### src/rtl/fetch_unit.sv
// Instruction fetch front end: owns the PC, keeps at most one 32-bit fetch in flight
// and buffers responses in a 2-entry queue that feeds decode.
module fetch_unit #(
    parameter logic [63:0] RESET_PC  = 64'h0000_0000_0000_0000,
    parameter logic [31:0] NOP_INSTR = 32'h0000_0013
) (
    input  logic        clk,
    input  logic        rst_n,
    input  logic        redirect_valid,
    input  logic [63:0] redirect_pc,
    output logic        imem_req_valid,
    input  logic        imem_req_ready,
    output logic [63:0] imem_req_addr,
    input  logic        imem_rsp_valid,
    input  logic [31:0] imem_rsp_data,
    input  logic        imem_rsp_err,
    output logic        if_valid,
    input  logic        if_ready,
    output logic [31:0] if_instr,
    output logic [63:0] if_pc,
    output logic        if_fault
);

    typedef enum logic [1:0] {FETCH, FLUSH, HALT} state_t;

    state_t      state, state_nxt;
    logic [63:0] fetch_pc;
    logic [63:0] req_pc;
    logic        outstanding;
    logic [1:0]  count;
    logic        head;
    logic        tail;

    logic [63:0] q_pc    [2];
    logic [31:0] q_instr [2];
    logic        q_fault [2];

    logic misaligned;
    logic req_fire;
    logic rsp_take;
    logic push;
    logic pop;

    always_comb begin
        state_nxt  = state;
        misaligned = (redirect_pc[1:0] != 2'b00);
        rsp_take   = imem_rsp_valid & outstanding;
        // Only one fetch in flight, and never more than the queue can absorb.
        imem_req_valid = rst_n & (state == FETCH) & ~outstanding
                       & (count != 2'd2) & ~redirect_valid;
        imem_req_addr  = fetch_pc;
        req_fire       = imem_req_valid & imem_req_ready;
        if_valid       = (count != 2'd0) & ~redirect_valid;
        pop            = if_valid & if_ready;
        push           = rsp_take & (state == FETCH) & ~redirect_valid;
        tail           = head ^ count[0];
        if_instr       = '0;
        if_pc          = '0;
        if_fault       = 1'b0;
        if (count != 2'd0) begin
            if_instr = q_instr[head];
            if_pc    = q_pc[head];
            if_fault = q_fault[head];
        end

        if (redirect_valid) begin
            if (misaligned)
                state_nxt = HALT;
            else if (rsp_take)
                state_nxt = FETCH;
            else if (outstanding | req_fire)
                state_nxt = FLUSH;
            else
                state_nxt = FETCH;
        end else if (rsp_take) begin
            case (state)
                FETCH:   state_nxt = imem_rsp_err ? HALT : FETCH;
                FLUSH:   state_nxt = FETCH;
                default: state_nxt = HALT;
            endcase
        end
    end

    always_ff @(posedge clk or negedge rst_n) begin
        if (!rst_n)
            state <= FETCH;
        else
            state <= state_nxt;
    end

    always_ff @(posedge clk or negedge rst_n) begin
        if (!rst_n) begin
            fetch_pc    <= RESET_PC;
            outstanding <= 1'b0;
            count       <= 2'd0;
            head        <= 1'b0;
        end else if (redirect_valid) begin
            // A misaligned target leaves its fault entry behind; a stale fetch stays owed.
            fetch_pc <= redirect_pc;
            head     <= 1'b0;
            count    <= {1'b0, misaligned};
            if (rsp_take)
                outstanding <= 1'b0;
        end else begin
            if (req_fire) begin
                fetch_pc    <= fetch_pc + 64'd4;
                outstanding <= 1'b1;
            end else if (rsp_take) begin
                outstanding <= 1'b0;
            end
            if (push && !pop)
                count <= count + 2'd1;
            else if (pop && !push)
                count <= count - 2'd1;
            if (pop)
                head <= ~head;
        end
    end

    always_ff @(posedge clk) begin
        if (req_fire)
            req_pc <= fetch_pc;
        if (redirect_valid && misaligned) begin
            q_pc[0]    <= redirect_pc;
            q_instr[0] <= NOP_INSTR;
            q_fault[0] <= 1'b1;
        end else if (push) begin
            q_pc[tail]    <= req_pc;
            q_instr[tail] <= imem_rsp_err ? NOP_INSTR : imem_rsp_data;
            q_fault[tail] <= imem_rsp_err;
        end
    end

endmodule

### config.mk
export PLATFORM = sky130hd
export DESIGN_NAME = fetch_unit
export DESIGN_NICKNAME = d
export VERILOG_FILES = /design/src/rtl/fetch_unit.sv
export SDC_FILE = /design/constraint.sdc
export NUM_CORES = 1
export LEC_CHECK = 0
export CELL_PAD_IN_SITES_DETAIL_PLACEMENT = 0
export CELL_PAD_IN_SITES_GLOBAL_PLACEMENT = 1
export CORE_MARGIN = 10
export CORE_UTILIZATION = 45
export DETAILED_ROUTE_END_ITERATION = 10
export PLACE_DENSITY = 0.89
export REMOVE_ABC_BUFFERS = 1
export SYNTH_ARGS = -nofsm -noshare
export SYNTH_HDL_FRONTEND = slang
export SYNTH_SLANG_ARGS = --single-unit
### constraint.sdc
create_clock -name clk -period 14.6 [get_ports clk]
set_input_delay 1.46 -clock clk [delete_from_list [all_inputs] [get_ports clk]]
set_output_delay 1.46 -clock clk [all_outputs]
set_load 0.05 [all_outputs]
==> Implementation_results.wiki <==
{| class="wikitable"
! Metric !! Value
|-
| Drt wl/cell || 20.7 um
|-
| Number of synthesized flops with an enable pin || 258
|-
| Area Growth Syn to Fin || 29.4%
|-
| Commonest register cell after synthesis || sky130_fd_sc_hd__edfxtp_1
|-
| Worst vdd rail ir drop || just over 0.07 mV
|-
| Final period utilization || about a third
|-
| Data required, critical path || 13140 ps
|-
| Area of the core || between 30000 and 40000 um^2
|-
| Horiz. Die Dim || 199 um
|-
| Met3 wire length || approximately 3.3 mm
|-
| Count of placed standard cells in the final layout, fillers left out || around 1900
|-
| Post-Place Cells || around 1800
|-
| Unrepaired setup endpoints after global routing || false
|-
| Initial core utilization || 45.7%
|-
| Die boundary height || around 200 um
|-
| Leakage Power || 0.00685 uW
|-
| Final period demand of the worst path || about 5000 ps
|-
| Number of buffers inserted by hold repair at cts || 0
|-
| Pwr/cell area || 130 nW/um^2
|-
| Combinational family with the most area after synthesis || simple AND/OR/NAND/NOR gates
|-
| Clock tree from TritonCTS || built
|-
| Final hold violations || 0
|-
| Final number of setup-violating endpoints || 0
|-
| Number of global-route vias before repair || 10500
|-
| Critical path type || register to primary output
|-
| Post-route clock skew || ~12 ps
|-
| Root buf cell || sky130_fd_sc_hd__clkbuf_16
|-
| Clock latency on the worst-skew pair || about 510 ps
|-
| Clock tree sinks || ~330
|-
| Vias || between 10000 and 15000
|-
| Total of buffers placed on input and output ports || roughly 270
|-
| Adder-Cell Fraction of Synth Area || less than 1%
|-
| Worst setup margin || between 9000 and 10000 ps
|-
| Fillers || 2621
|-
| Unique cell type count in the Yosys netlist || between 50 and 60
|-
| Total wirelength of the detailed-routed design || 39.6 mm
|-
| Hold/Removal Path Class || register to register
|-
| Status || completed
|-
| Clock transition at the registers of the reported paths || 60 ps
|-
| Overall overflow remaining after global route || 0
|-
| Maximum number of buffers from clock root to sink || 3
|-
| Footprint of the multi-input gates || approximately 4700 um^2
|-
| Count of synthesis-stage warnings from yosys || 0
|-
| Global-route wire length before repair || just over 60 mm
|-
| Critical Path, Cell by Cell || buf_4, mux2i_1, nor2_1, clkdlybuf4s50_1
|-
| Ratio of routed vias to standard cells || ~5.4
|-
| TritonRoute pass-1 iters || 5
|-
| Number of buffers inserted during clock tree synthesis || 36
|-
| Estimated wirelength of the detail-placed design || ~27 mm
|-
| Relative slew margins || between 20% and 30%
|-
| # DRC || 0
|-
| Final antenna-violating net count || 0
|-
| Floorplan die area || around 40000 um^2
|-
| Simple logic cell fraction of the synthesized area || a little under a fifth
|-
| Post-Route M1 WL || 16.2 mm
|-
| Share of post-route cells with drive strength above 1 || under 10%
|-
| # Max-Cap Violations || 0
|-
| First-iteration detailed-routing DRC count || approximately 680
|-
| Largest net degree at the start of global routing || 70
|-
| Mux cell area share after synthesis || under 10%
|-
| Number of antenna violations at the first check in global routing || 2
|-
| Number of top-level pins || about 270
|-
| Instance count of the mapped netlist || between 1000 and 1500
|-
| Total length of routed met2 wires || a little under 20 mm
|-
| Cell row count || 65
|-
| Max Fanout on Critical Path || between 50 and 60
|-
| GPL Wtd Cong || 0.821
|-
| Critical Path End Type || primary output
|-
| Uppermost metal layer occupied by signal nets || met5
|-
| Gr usage total || about 20%
|-
| Worst Setup Slack post-DPL || between 9000 and 10000 ps
|-
| Area occupied by registers || approximately 9500 um^2
|-
| CP peak stage delay || roughly 1000 ps
|-
| PostCTS Resize Cnt || 0
|-
| Number of register bits inferred by synthesis || about 330
|-
| Number of nets at the end of the flow || around 1600
|-
| Maximum frequency from static timing analysis || about 0.20 GHz
|-
| Xor/xnor share of the synthesized area || ~1.6%
|-
| Sum of negative setup slack || 0 ps
|-
| Synth Area in Compound Gates || between 4 and 5%
|-
| Worst Tran Pin Value || ~1100 ps
|-
| Sequential share of the synthesized area || around two thirds
|-
| Crit-path slowest cell || sky130_fd_sc_hd__dfrtp_4
|-
| Post-synthesis async set-or-reset flop share || about a fifth
|-
| Count of buffers added by post-CTS timing repair for setup || 0
|-
| Cell area after synthesis || roughly 14000 um^2
|-
| Arrival time of data at the critical path endpoint || 3590 ps
|-
| Kind of start point of the critical path || register
|-
| Max Transition Viols Final || 0
|-
| # H-tree levels || 2
|-
| Mean cell area of the mapped netlist || approximately 12 um^2
|}
-- registers in the layout, indices dropped and copies added, names as in the netlist --
signal and cells:
count 2, head 1, imem_req_addr 64, outstanding 1
q_fault 2, q_instr 64, q_pc 128, req_pc 64
state 2
-- kinds of logic (layout without fill, tap and decap cells) --
| kind of cell | after synthesis | count (layout) |
|---|---|---|
| and+or+nand+nor | 582 | 582 |
| DFF | 328 | 328 |
| AOI/OAI and AO/OA | 111 | 111 |
| muxes | 105 | 105 |
| buffers and inverters | 76 | 353 |
| xor gates and xnor gates | 26 | 26 |
| adders and majority gates | 1 | 1 |
| other | 0 | 1 |
-- Yosys cell counts (all sizes together), types with 7 or more instances --
cell type	instances	area, um^2
nand2	272	1030
edfxtp	258	7750
nor2	138	518
mux2i	99	991
dfrtp	70	1750
clkbuf	52	195
o21ai	51	255
and2	36	225
nand3	32	160
nand4	23	144
xnor2	17	149
nor3	15	75.1
or4	15	120
buf	13	57.6
and3	12	80.1
or3	12	75.1
a21oi	11	55.1
inv	11	41.3
o211ai	11	82.6
xor2	9	78.8
o311ai	8	70.1
a31oi	7	43.8
-- power breakdown --
part           leakage, uW  switching (uW)  internal (uW)
logic              0.00297             269            144
clock network     0.000566             349            557
registers          0.00331            47.6           1050
-- metrics by stage --
stage	util (%)	hold WS [ps]	instance area [um^2]	power (uW)
after global routing	59.1	502	18700	2510
final	59.1	484	18700	2420
after CTS	59.1	497	18700	2440
after floorplan	-	501	14200	1370
after global placement	55.4	464	17500	1530
after detailed placement	55.4	472	17500	1540
-- layout make-up --
class	instances	area share [%]
antenna	1	0.0134
multi-input combinational	825	25.1
timing repair buffer	279	14.8
sequential	328	50.9
tap	402	2.70
clock buffer	47	5.22
inverter	11	0.235
clock inverter	16	1.09
-- critical path: cells and delay by family (launching register included) --
kind / cells / cell delay [ps]
buffers and inverters: 2 / 1670
and+or+nand+nor: 1 / 170
muxes: 1 / 180
DFF: 1 / 1020
-- layout by cell type, fill, tap and decap left out, types with 15 or more instances in the layout --
master	instances
sky130_fd_sc_hd__nand2_1	271
sky130_fd_sc_hd__clkdlybuf4s50_1	263
sky130_fd_sc_hd__edfxtp_1	258
sky130_fd_sc_hd__nor2_1	135
sky130_fd_sc_hd__mux2i_1	99
sky130_fd_sc_hd__dfrtp_1	69
sky130_fd_sc_hd__o21ai_0	50
sky130_fd_sc_hd__clkbuf_16	37
sky130_fd_sc_hd__and2_1	35
sky130_fd_sc_hd__nand3_1	32
sky130_fd_sc_hd__nand4_1	23
sky130_fd_sc_hd__xnor2_1	17
sky130_fd_sc_hd__buf_4	16
sky130_fd_sc_hd__nor3_1	15
-- final timing paths --
kind                                           to             start  depth (start not counted)  slack, ps
worst max register to register  imem_req_addr[23]          count[0]                          8      11100
worst min register to register          req_pc[1]  imem_req_addr[1]                          0        480
worst min-delay path                    req_pc[1]  imem_req_addr[1]                          0        480
max in group asynchronous       imem_req_addr[23]             rst_n                          2      12720
min in group asynchronous       imem_req_addr[33]             rst_n                          1        830
worst max-delay path                     if_pc[2]              head                          4       9550
-- metal layers --
layer | track usage (%) | vias to the layer above
met5 | 0 | -
met4 | 5.26 | 2
met3 | 4.83 | 56
met2 | 32.9 | 344
met1 | 24.9 | 5083
li1 | - | 4906
Note: power is estimated with default switching activity, not from simulation.
